<file path="src/rtl/nn_pkg.sv">
// -----------------------------------------------------------------------------
// nn_pkg
//   Definitions shared by the layer read driver and the RAM write driver:
//   layer geometry, data widths, write-back FSM state encodings and the
//   layer -> RAM region base address helpers.
// -----------------------------------------------------------------------------
package nn_pkg;

  localparam int NUM_UNITS    = 4;   // neuron units per layer
  localparam int ACC_W        = 16;  // signed accumulator width of a unit
  localparam int DATA_W       = 8;   // signed RAM word width
  localparam int ADDR_W       = 10;  // RAM address width
  localparam int LAYER_STRIDE = 4;   // RAM words per layer region
  localparam int FRAC_SHIFT   = 4;   // fixed-point rescale before narrowing
  localparam int SEL_W        = 2;   // unit select width
  localparam int LAYER_W      = 2;   // layer index width

  typedef enum logic [2:0] {
    ST_IDLE = 3'd0,
    ST_SEL  = 3'd1,
    ST_CAPT = 3'd2,
    ST_WR   = 3'd3,
    ST_DONE = 3'd4
  } drv_state_e;

  // Base address of a layer's RAM region; the 2-bit layer zero-extends.
  function automatic logic [ADDR_W-1:0] layer_base(input logic [LAYER_W-1:0] layer_i);
    return ADDR_W'(layer_i) * ADDR_W'(LAYER_STRIDE);
  endfunction

  // Region of the layer that consumes the results of layer_i.
  function automatic logic [ADDR_W-1:0] next_layer_base(input logic [LAYER_W-1:0] layer_i);
    return layer_base(layer_i) + ADDR_W'(LAYER_STRIDE);
  endfunction

endpackage

</file>
<file path="src/rtl/result_scaler.sv">
// -----------------------------------------------------------------------------
// result_scaler
//   Combinational rescale of a unit's accumulated result to a RAM word:
//   arithmetic right shift by FRAC_SHIFT, then narrowing to DATA_W.
//   Build option WRITE_SAT_EN: when defined, the shifted value is clamped to
//   the signed DATA_W range before narrowing; otherwise it is truncated.
// Ports
//   acc_i   in  ACC_W   signed accumulated result
//   data_o  out DATA_W  scaled RAM word
// -----------------------------------------------------------------------------
module result_scaler
  import nn_pkg::*;
(
  input  logic signed [ACC_W-1:0]  acc_i,
  output logic        [DATA_W-1:0] data_o
);

`ifdef WRITE_SAT_EN
  localparam logic signed [ACC_W-1:0] SAT_MAX = ACC_W'((2 ** (DATA_W - 1)) - 1);
  localparam logic signed [ACC_W-1:0] SAT_MIN = ACC_W'(-(2 ** (DATA_W - 1)));

  logic signed [ACC_W-1:0] shifted_s;

  assign shifted_s = acc_i >>> FRAC_SHIFT;

  // Clamp out-of-range values so overflow saturates rather than wrapping.
  always_comb begin
    data_o = shifted_s[DATA_W-1:0];
    if (shifted_s > SAT_MAX) begin
      data_o = SAT_MAX[DATA_W-1:0];
    end else if (shifted_s < SAT_MIN) begin
      data_o = SAT_MIN[DATA_W-1:0];
    end else begin
      data_o = shifted_s[DATA_W-1:0];
    end
  end
`else
  // Keep only the low DATA_W bits of the sign-preserving shift.
  assign data_o = DATA_W'(acc_i >>> FRAC_SHIFT);
`endif

endmodule

</file>
<file path="src/rtl/ram_write_driver.sv">
// -----------------------------------------------------------------------------
// ram_write_driver
//   Write-back driver run after a layer's summation. Walks every neuron unit,
//   selects its result, rescales it (result_scaler) and writes it into the
//   next layer's RAM region, one word per unit, then pulses done.
//   Build option WRITE_SAT_EN selects saturating instead of truncating
//   narrowing inside result_scaler; timing is identical in both builds.
// Ports
//   clk          in   rising-edge clock
//   reset        in   asynchronous active-low reset
//   start        in   begin a pass (honoured only when idle)
//   layer        in   layer just computed, sampled on an accepted start
//   unit_result  in   result of the selected unit (one cycle after unit_sel)
//   unit_sel     out  unit result select
//   RAM_address  out  RAM write address
//   RAM_wdata    out  RAM write data
//   RAM_we       out  RAM write strobe, one cycle per word
//   busy         out  high from accepted start through the done cycle
//   done         out  one-cycle end-of-pass pulse
//   layer_err    out  one-cycle pulse: start accepted with layer 3
// -----------------------------------------------------------------------------
module ram_write_driver
  import nn_pkg::*;
(
  input  logic               clk,
  input  logic               reset,
  input  logic               start,
  input  logic [1:0]         layer,
  input  logic [ACC_W-1:0]   unit_result,
  output logic [1:0]         unit_sel,
  output logic [ADDR_W-1:0]  RAM_address,
  output logic [DATA_W-1:0]  RAM_wdata,
  output logic               RAM_we,
  output logic               busy,
  output logic               done,
  output logic               layer_err
);

  // Addresses of one pass must stay inside the destination region.
  if (NUM_UNITS > LAYER_STRIDE) begin : g_units_exceed_stride
    $error("NUM_UNITS must not exceed LAYER_STRIDE");
  end

  localparam logic [1:0] LAST_UNIT = 2'(NUM_UNITS - 1);

  drv_state_e          state_q,  state_d;
  logic [1:0]          sel_q,    sel_d;    // unit select doubles as unit counter
  logic [ADDR_W-1:0]   addr_q,   addr_d;
  logic [DATA_W-1:0]   wdata_q,  wdata_d;
  logic                we_q,     we_d;
  logic                busy_q,   busy_d;
  logic                done_q,   done_d;
  logic                err_q,    err_d;
  logic [DATA_W-1:0]   scaled_s;

  result_scaler u_scaler (
    .acc_i  (unit_result),
    .data_o (scaled_s)
  );

  // Next-state and registered-output decode; pulses default low every cycle.
  always_comb begin
    state_d = state_q;
    sel_d   = sel_q;
    addr_d  = addr_q;
    wdata_d = wdata_q;
    we_d    = 1'b0;
    busy_d  = busy_q;
    done_d  = 1'b0;
    err_d   = 1'b0;
    case (state_q)
      ST_IDLE: begin
        if (start) begin
          if (layer == 2'd3) begin
            // No region follows the last layer: flag it and finish at once.
            err_d  = 1'b1;
            done_d = 1'b1;
          end else begin
            sel_d   = 2'd0;
            addr_d  = next_layer_base(layer);
            busy_d  = 1'b1;
            state_d = ST_SEL;
          end
        end else begin
          state_d = ST_IDLE;
        end
      end
      // unit_sel is already presented; give the unit its register cycle.
      ST_SEL: begin
        state_d = ST_CAPT;
      end
      ST_CAPT: begin
        wdata_d = scaled_s;
        we_d    = 1'b1;
        state_d = ST_WR;
      end
      ST_WR: begin
        if (sel_q == LAST_UNIT) begin
          done_d  = 1'b1;
          state_d = ST_DONE;
        end else begin
          sel_d   = sel_q + 2'd1;
          addr_d  = addr_q + ADDR_W'(1);
          state_d = ST_SEL;
        end
      end
      // Select and address are held; busy drops as we leave.
      ST_DONE: begin
        busy_d  = 1'b0;
        state_d = ST_IDLE;
      end
      default: begin
        busy_d  = 1'b0;
        state_d = ST_IDLE;
      end
    endcase
  end

  // State and output registers with asynchronous clear.
  always_ff @(posedge clk or negedge reset) begin
    if (!reset) begin
      state_q <= ST_IDLE;
      sel_q   <= 2'd0;
      addr_q  <= '0;
      wdata_q <= '0;
      we_q    <= 1'b0;
      busy_q  <= 1'b0;
      done_q  <= 1'b0;
      err_q   <= 1'b0;
    end else begin
      state_q <= state_d;
      sel_q   <= sel_d;
      addr_q  <= addr_d;
      wdata_q <= wdata_d;
      we_q    <= we_d;
      busy_q  <= busy_d;
      done_q  <= done_d;
      err_q   <= err_d;
    end
  end

  assign unit_sel    = sel_q;
  assign RAM_address = addr_q;
  assign RAM_wdata   = wdata_q;
  assign RAM_we      = we_q;
  assign busy        = busy_q;
  assign done        = done_q;
  assign layer_err   = err_q;

endmodule

</file>
<file path="config.mk">
export PLATFORM = sky130hd
export DESIGN_NAME = ram_write_driver
export DESIGN_NICKNAME = d
export VERILOG_FILES = /design/src/rtl/nn_pkg.sv /design/src/rtl/result_scaler.sv /design/src/rtl/ram_write_driver.sv
export SDC_FILE = /design/constraint.sdc
export NUM_CORES = 1
export LEC_CHECK = 0
export BUFFER_PORTS_ARGS = -buffer_cell sky130_fd_sc_hd__buf_2
export CORE_AREA = 2 2 51 53
export CTS_BUF_LIST = sky130_fd_sc_hd__clkbuf_4
export DETAILED_ROUTE_END_ITERATION = 7
export DIE_AREA = 0 0 53 55
export GPL_TIMING_DRIVEN = 0
export HOLD_SLACK_MARGIN = 0.06
export PLACE_DENSITY = 0.85
export SKIP_LAST_GASP = 1
export SYNTH_ARGS = -nofsm -noshare
export SYNTH_HDL_FRONTEND = slang
export SYNTH_SLANG_ARGS = --single-unit
</file>
<file path="constraint.sdc">
create_clock -name clk -period 6.3 [get_ports clk]
set_input_delay 1.575 -clock clk [delete_from_list [all_inputs] [get_ports clk]]
set_output_delay 1.575 -clock clk [all_outputs]
set_load 0.1 [all_outputs]
</file>
==> metrics, run 1 <==
Slew Limit Fails 0; DP Worst Slack 2.770 ns; Critical Path Sink Type flop; Nets 177; CTS HTree Levels 1; IO Count 45; Area contributors post-synth dfrtp_1 (55%), mux2_2 (7.3%), a21oi_1 (4.1%); Clk Tree Root Cell clkbuf_4; mapped cell area 0.001235 mm²; Slowest-stage cell, CP or4b_4; worst setup margin 3.131 ns; synth cell count leaders dfrtp_1 (27), a21oi_1 (10), mux2_2 (8), nand2_1 (8), o21ai_0 (8); placed cell area 0.001453 mm²; syn_area_per_cell 11.03 µm²; initial antenna violation count 0; Hold Path Class flop to flop; slowest cell delay on critical path 0.50 ns; ys flop type dfrtp_1; buffers and inverters on the worst path 2; Chip Height 55 µm; post-cts resize count 0; Async SR Flop Fraction 100.0%; crit path time final 3.169 ns; status complete, no violations; row cnt 18; area delta synth->final 20.06%; clk sinks 27; unrepaired setup endpoints after global routing false; hold slack 0.5162 ns; Yosys top cell by area dfrtp_1; Total GRT Usage 19.13%; skew final 0.009882 ns; Initial DRC Count 10; count leader, synth dfrtp_1; layout cells sized above 1 34.87%; drt wl/cell 13.49 µm; crit path DAT 3.44 ns; first-pass GRT wire length 3967 µm; Final Hold Viols 0; crit-path cells buf_2, ha_1, or4b_4, a21o_1, buf_6, or4_1, a21oi_1; Num CTS Buffers 3; Vias/cell 5.500; synth unique cells 29; postcts setup bufs 0; DRC viols 0; Worst-Margin Slew 0.5618 ns; Worst path top cell family by delay simple AND/OR/NAND/NOR gates; hold_buf cts 0; relative slew slack 62.55%; #FFs+latches synth 27; Yosys top cell area share 54.71%; Worst R2R Start state_q[1]$_DFFE_PN0N_; Placer Congestion 0.8551; drt pass-1 iters 4; setup violators final 0; CP Launch Point layer[0]; number of global-route vias before repair 922; startpoint types input port; synth warn 0; Core ar. 0.002365 mm²; fin area 0.001483 mm²; HPWL after detailed placement 1850 µm; Die ar. 0.002915 mm²; Via Count 1001; required time of the critical path 6.57 ns; Final TNS setup 0 ns; Post-synth EDFFs 0; Mapped Cells 112; grt ovf 0; crit path max fanout 10; ANT cells 0; clock insertion delay at the later pin of the skew report 0.33 ns; Antenna Nets Post-Route 0; final WL 2455 µm; Setup CP Type input port to flop; number of max-cap violations 0; Worst-path clk slew 0.14 ns; hold_sp RAM_wdata[2]$_DFFE_PN0N_; Starting Density 52.22%; syn nets 136; clk buf depth 2; CTS tree yes; input/output buffers 36; Die X 53 µm; fmax 315.5 MHz; Tcrit/Tclk final 50.31%; sequential share of the synthesized area 54.71%; largest net degree at the start of global routing 28
## metal layers
metal / part of all wire [%] / track usage (%) / wire, µm / vias up
met1: 43 / 23.48 / 1055 / 474
met5: 0 / 0 / 0 / -
met3: 4.7 / 3.226 / 116 / 9
li1: - / - / - / 484
met4: 2.9 / 11.11 / 70 / 0
met2: 49 / 32.08 / 1213 / 34
## layout by cell type, fill, tap and decap left out
cell type and count:
nand2_1 8, nand4_1 1, buf_6 2, nand3_1 4
nor2_1 6, and3_1 2, nor3_1 2, clkbuf_4 4
dfrtp_1 27, mux2_2 8, or4b_4 1, inv_1 3
xnor2_1 1, o21ai_0 8, o31ai_1 5, a21oi_1 10
a21o_1 1, nor3b_1 1, a2bb2oi_1 1, and3b_1 1
and2_1 3, or2_2 1, nor4b_1 1, buf_2 37
or2_0 1, o22a_1 1, nand3b_1 2, ha_1 3
clkbuf_1 2, or4_1 5
## logic make-up (layout without fill, tap and decap cells)
group	after synthesis	count (layout)	share of synthesized area, %
simple gates	39	39	18.14
flops	27	27	54.71
compound gates	26	26	12.36
mux	8	8	7.295
buf+inv	8	48	3.748
fa+ha+maj	3	3	3.040
xor+xnor	1	1	0.7093
## state kept, by name (all words and copies together), names as in the netlist
signal and flops:
RAM_address 10, RAM_wdata 8, RAM_we 1, busy 1, done 1, layer_err 1, state_q 3, unit_sel 2
## area by class of cell
class / count / area [µm²]
Multi-Input combinational cell: 77 / 513.0
Buffer: 5 / 35.03
Sequential cell: 27 / 675.6
Tap cell: 30 / 37.54
Clock buffer: 4 / 30.03
Inverter: 3 / 11.26
Timing Repair Buffer: 36 / 180.2
Fill cell: 211 / 882.1
## path summary, 6_finish.rpt
check,end,slack [ns],depth (start not counted)
hold / removal,RAM_wdata[2]$_DFFE_PN0N_,0.52,1
max in group asynchronous,busy$_DFFE_PN0P_,4.70,1
hold reg to reg,RAM_wdata[2]$_DFFE_PN0N_,0.52,1
setup / recovery,RAM_address[9]$_DFFE_PN0P_,3.13,7
setup reg to reg,RAM_address[9]$_DFFE_PN0P_,4.17,6
min in group asynchronous,RAM_address[2]$_DFFE_PN0P_,1.21,1
## stage by stage
stage | utilization (%) | std cells
after floorplan | - | 112
after global placement | 61.43 | 178
after detailed placement | 61.43 | 178
after CTS | 62.70 | 182
after global routing | 62.70 | 182
final | 62.70 | 182
Power of run 1 is not shown: default switching activity piles up to over one toggle a cycle in this logic, so the estimate is an artifact.
==> run 2: changes to the inputs <==
--- a/config.mk
+++ b/config.mk
@@ -6,13 +6,13 @@
 export NUM_CORES = 1
 export LEC_CHECK = 0
 export BUFFER_PORTS_ARGS = -buffer_cell sky130_fd_sc_hd__buf_2
-export CORE_AREA = 2 2 51 53
+export CORE_AREA = 2 2 53 55
 export CTS_BUF_LIST = sky130_fd_sc_hd__clkbuf_4
 export DETAILED_ROUTE_END_ITERATION = 7
-export DIE_AREA = 0 0 53 55
+export DIE_AREA = 0 0 55 57
 export GPL_TIMING_DRIVEN = 0
 export HOLD_SLACK_MARGIN = 0.06
-export PLACE_DENSITY = 0.85
+export PLACE_DENSITY = 0.79
 export SKIP_LAST_GASP = 1
 export SYNTH_ARGS = -nofsm -noshare
 export SYNTH_HDL_FRONTEND = slang
==> constraint.sdc (replaced) <==
create_clock -name clk -period 3.2 [get_ports clk]
set_input_delay 0.8 -clock clk [delete_from_list [all_inputs] [get_ports clk]]
set_output_delay 0.8 -clock clk [all_outputs]
set_load 0.1 [all_outputs]
==> run 2 against run 1 <==
Effect of this change: final area about the same; utilization is 6.0 points lower; via count is 1.4% lower; highest routed layer unchanged.
==> metrics, run 2 (synthesis results as in run 1) <==
status complete, no violations; first-pass GRT wire length 4478 µm (+13%); Final Hold Viols 0 (unchanged); drt pass-1 iters 4 (unchanged); required time of the critical path 3.47 ns (-3.10 ns); crit path max fanout 10 (unchanged); DP Worst Slack 0.4644 ns (-2.306 ns); Placer Congestion 0.8394 (-1.8%); initial antenna violation count 0 (unchanged); postcts setup bufs 0 (unchanged); drt wl/cell 14.08 µm (+4.4%); unrepaired setup endpoints after global routing false; Critical Path Sink Type flop; Total GRT Usage 19.36% (+0.23 points); CTS HTree Levels 1 (unchanged); Starting Density 47.22% (-5.0 points); Slew Limit Fails 0 (unchanged); worst setup margin 0.7981 ns (-2.332 ns); most common cell after layout, fill and taps aside buf_2; crit path time final 2.402 ns; clk sinks 27 (unchanged); IO Count 45 (unchanged); Setup CP Type input port to flop; Worst-Margin Slew 0.5865 ns (+0.02463 ns); row cnt 19 (+1); setup violators final 0 (unchanged); slowest cell delay on critical path 0.50 ns (about the same); fill count 235 (+11%); ANT cells 0 (unchanged); fmax 416.3 MHz; grt ovf 0 (unchanged); Slowest-stage cell, CP or4b_4; CTS tree yes; hold slack 0.4424 ns (-0.07374 ns); layout cells sized above 1 34.87% (unchanged); clk buf depth 2 (unchanged); HPWL after detailed placement 1920 µm (+3.8%); Final Util 56.75% (-6.0 points); Core ar. 0.002615 mm² (+11%); Antenna Nets Post-Route 0 (unchanged); startpoint types input port; Clk Tree Root Cell clkbuf_4; max reg flops 10 (unchanged); Tcrit/Tclk final 75.06%; hold_buf cts 0 (unchanged); Final TNS setup 0 ns (unchanged); DRC viols 0 (unchanged); final WL 2576 µm (+4.9%); Die X 55 µm (+3.8%); input/output buffers 36 (unchanged); Nets 177 (unchanged); crit-path cells buf_2, ha_1, or4b_4, a21o_1, buf_6, or4_1, a21oi_1; number of max-cap violations 0 (unchanged); footprint of the multi-input gates 513.0 µm² (unchanged); Hold Path Class input port to asynchronous set/reset pin; post-cts resize count 0 (unchanged); crit path DAT 2.67 ns (-0.77 ns); clock insertion delay at the later pin of the skew report 0.33 ns (about the same); Vias/cell 5.393 (-1.9%); Initial DRC Count 11 (+1); Worst-path clk slew 0.15 ns (about the same); Num CTS Buffers 3 (unchanged); skew final 0.003170 ns (-0.006712 ns); Die ar. 0.003135 mm² (+7.5%); number of global-route vias before repair 1026 (+11%); Via Count 987 (-1.4%); area delta synth->final 20.16% (about the same); Chip Height 57 µm (+3.6%); most frequent cells in the layout buf_2 (37), dfrtp_1 (27), a21oi_1 (10); register area 675.6 µm² (unchanged); largest net degree at the start of global routing 28 (unchanged); relative slew slack 60.90% (-1.6 points)
[run 2: cell count changes in the layout (fill, tap and decap cells not counted)]
cell        before  now
clkinvlp_4       0    1
clkbuf_4         4    3
[run 2: critical path: cells and delay by family]
family / cells / cell delay (ns)
buf+inv: 2 / 0.27
compound gates: 2 / 0.37
fa+ha+maj: 1 / 0.24
simple gates: 2 / 1.00
[run 2: final cells by class]
type                            instances  area share [%]
Buffer                                  5           2.361
Clock buffer                            3           1.518
Clock inverter                          1          0.5059
Inverter                                3          0.7589
Multi-Input combinational cell         77           34.57
Sequential cell                        27           45.53
Tap cell                               31           2.614
Timing Repair Buffer                   36           12.14
[run 2: path summary, 6_finish.rpt]
| check | start | end | slack, ns | depth (start not counted) |
|---|---|---|---|---|
| max | layer[0] | RAM_address[9]$_DFFE_PN0P_ | 0.80 | 7 |
| min | reset | RAM_address[0]$_DFFE_PN0P_ | 0.44 | 1 |
| max reg2reg | state_q[1]$_DFFE_PN0N_ | RAM_address[9]$_DFFE_PN0P_ | 1.04 | 6 |
| min reg2reg | RAM_wdata[6]$_DFFE_PN0N_ | RAM_wdata[6]$_DFFE_PN0N_ | 0.52 | 1 |
| max in group asynchronous | reset | state_q[1]$_DFFE_PN0N_ | 2.37 | 1 |
| min in group clk | RAM_wdata[6]$_DFFE_PN0N_ | RAM_wdata[6]$_DFFE_PN0N_ | 0.52 | 1 |
[run 2: metrics by stage]
step | cells | cell area, µm²
detailed placement | 179 | 1454
global route | 183 | 1484
floorplan | 112 | 1235
finish | 183 | 1484
CTS | 183 | 1484
global placement | 179 | 1454
[run 2: routing by layer]
| layer | vias to the layer above | GRT usage, % | wire length (µm) |
|---|---|---|---|
| met2 | 16 | 32.82 | 1353 |
| met4 | 0 | 8.362 | 46 |
| met1 | 476 | 23.34 | 1102 |
| met5 | - | 0 | 0 |
| li1 | 490 | - | - |
| met3 | 5 | 3.665 | 75 |
Power of run 2 is left out for the same reason.
==> run 3: changes to the inputs <==
--- a/config.mk
+++ b/config.mk
@@ -6,13 +6,13 @@
 export NUM_CORES = 1
 export LEC_CHECK = 0
 export BUFFER_PORTS_ARGS = -buffer_cell sky130_fd_sc_hd__buf_2
-export CORE_AREA = 2 2 53 55
+export CORE_AREA = 2 2 56 58
 export CTS_BUF_LIST = sky130_fd_sc_hd__clkbuf_4
 export DETAILED_ROUTE_END_ITERATION = 7
-export DIE_AREA = 0 0 55 57
+export DIE_AREA = 0 0 58 60
 export GPL_TIMING_DRIVEN = 0
 export HOLD_SLACK_MARGIN = 0.06
-export PLACE_DENSITY = 0.79
+export PLACE_DENSITY = 0.75
 export SKIP_LAST_GASP = 1
 export SYNTH_ARGS = -nofsm -noshare
 export SYNTH_HDL_FRONTEND = slang
==> constraint.sdc (replaced) <==
create_clock -name clk -period 2 [get_ports clk]
set_input_delay 0.5 -clock clk [delete_from_list [all_inputs] [get_ports clk]]
set_output_delay 0.5 -clock clk [all_outputs]
set_load 0.1 [all_outputs]
==> run 3 against run 2 <==
Effect of this change: clock-buffer cell count grew 1; routed wire length is 3.9% higher; die area rose by 11%; via count up 7.2%; sequential cell count unchanged; global-route usage fell by 3.9 points; critical path depth is 1 higher; non-clock buffer count grew 10.
==> metrics, run 3 (synthesis results as in run 1) <==
Placer Congestion 0.8054 (-4.1%); Setup CP Type input port to flop; register area 684.4 µm² (+1.3%); crit path time final 1.972 ns; setup violators final 0 (unchanged); Tcrit/Tclk final 98.60%; grt ovf 0 (unchanged); drt wl/cell 13.73 µm (-2.5%); Via Count 1058 (+7.2%); Starting Density 42.54% (-4.7 points); Final Util 55.99% (-0.75 points); Worst-Margin Slew 0.5823 ns (-0.004154 ns); unrepaired setup endpoints after global routing true; Die X 58 µm (+5.5%); Nets 187 (+5.6%); relative slew slack 61.18% (+0.28 points); Total GRT Usage 15.48% (-3.9 points); footprint of the multi-input gates 564.3 µm² (+10%); largest net degree at the start of global routing 28 (unchanged); final WL 2677 µm (+3.9%); CTS tree yes; HPWL after detailed placement 1877 µm (-2.2%); Final Hold Viols 0 (unchanged); most common cell after layout, fill and taps aside buf_2; crit path DAT 2.19 ns (-0.48 ns); Slew Limit Fails 0 (unchanged); clk sinks 27 (unchanged); DP Worst Slack -0.2685 ns (-0.7328 ns); status complete, no violations; Worst path top cell family by delay compound AO/OA/AOI/OAI gates; Placed Cells 181 (+1.1%); ANT cells 0 (unchanged); required time of the critical path 2.22 ns (-1.25 ns); buffers and inverters on the worst path 3 (+1); crit path to RAM_address[8]$_DFFE_PN0P_; crit path max fanout 7 (-3); startpoint types input port; first-pass GRT wire length 4008 µm (-10%); Core ar. 0.002903 mm² (+11%); Antenna Nets Post-Route 0 (unchanged); Chip Height 60 µm (+5.3%); initial antenna violation count 0 (unchanged); input/output buffers 36 (unchanged); slowest cell delay on critical path 0.54 ns (+0.04 ns); CP Depth 8 (+1); skew final 0.01019 ns (+0.007022 ns); Vias/cell 5.426 (+0.60%); r2r endpoint RAM_address[8]$_DFFE_PN0P_; clock insertion delay at the later pin of the skew report 0.32 ns (about the same); number of max-cap violations 0 (unchanged); CTS HTree Levels 1 (unchanged); DRC viols 0 (unchanged); IO Count 45 (unchanged); Die ar. 0.003480 mm² (+11%); Hold Path Class input port to asynchronous set/reset pin; Critical Path Sink Type flop; fin cells 195 (+6.6%); drt pass-1 iters 4 (unchanged); Worst R2R Start state_q[1]$_DFFE_PN0N_; hold slack 0.1511 ns (-0.2913 ns); fill count 249 (+6.0%); FF-to-FF setup slack 0.05 ns (-0.99 ns); clk buf depth 2 (unchanged); Worst-path clk slew 0.14 ns (about the same); row cnt 20 (+1); R2R cell count 6 (unchanged); max reg flops 10 (unchanged); Initial DRC Count 23 (+12); hold_buf cts 0 (unchanged); number of global-route vias before repair 920 (-10%); crit-path cells buf_2, ha_4, or4b_4, a21o_1, buf_6, buf_4, o31ai_2, a21oi_2; Slowest-stage cell, CP or4b_4; Num CTS Buffers 3 (unchanged); CP Launch Point layer[0]; worst setup margin 0.02791 ns (-0.7702 ns); layout cells sized above 1 48.77% (+14 points); Clk Tree Root Cell clkbuf_4; most frequent cells in the layout buf_2 (36), dfrtp_1 (20), buf_4 (11); fmax 507.1 MHz; area delta synth->final 31.61%
[run 3: cell count changes in the layout (fill, tap and decap cells not counted), sizes merged]
cell,before,now
buf,39,49
clkbuf,5,6
clkinvlp,1,0
[run 3: worst min path at each step]
stage / startpoint / endpoint / slack (ns) / depth (start not counted)
floorplan: reset / RAM_address[0]$_DFFE_PN0P_ / 0.20 / 0
global placement: RAM_wdata[6]$_DFFE_PN0N_ / RAM_wdata[6]$_DFFE_PN0N_ / 0.49 / 1
detailed placement: unit_sel[1]$_DFFE_PN0P_ / unit_sel[1]$_DFFE_PN0P_ / 0.49 / 2
CTS: reset / RAM_address[2]$_DFFE_PN0P_ / 0.18 / 1
global route: reset / RAM_address[2]$_DFFE_PN0P_ / 0.19 / 1
finish: reset / RAM_address[2]$_DFFE_PN0P_ / 0.15 / 1
[run 3: what timing repair did]
item,4_1_cts,5_1_grt
resized for setup,0,11
endpoints found under the hold margin,0,0
pin swaps,2,5
buffers inserted,3,9
endpoints found under the setup margin,2,6
[run 3: per-stage QoR]
step,setup TNS (ns),cell area (µm²)
after floorplan,-0.07213,1255
after global placement,-1.593,1476
after detailed placement,-1.994,1476
after CTS,0,1513
after global routing,-0.04759,1625
final,0,1625
[run 3: final cells by class]
type                            count  share of cell area (%)
Multi-Input combinational cell     77                   34.72
Clock buffer                        4                   1.848
Inverter                            3                  0.6928
Buffer                              3                   1.232
Sequential cell                    27                   42.11
Timing Repair Buffer               48                   16.86
Tap cell                           33                   2.540
[run 3: worst reg2reg max path, cell delays in order, from the launching register on]
cell and delay (ns):
dfrtp_2 0.46, or4b_4 0.53, a21o_1 0.23, buf_6 0.14, buf_4 0.15, o31ai_2 0.27, a21oi_2 0.08
[run 3: routing by layer]
metal | up-vias | wire (µm) | track usage, %
met3 | 6 | 118 | 1.299
met2 | 34 | 1396 | 26.46
met4 | 0 | 73 | 9.967
met1 | 511 | 1088 | 18.85
li1 | 507 | - | -
met5 | - | 0 | 0
Power of run 3 is left out for the same reason.
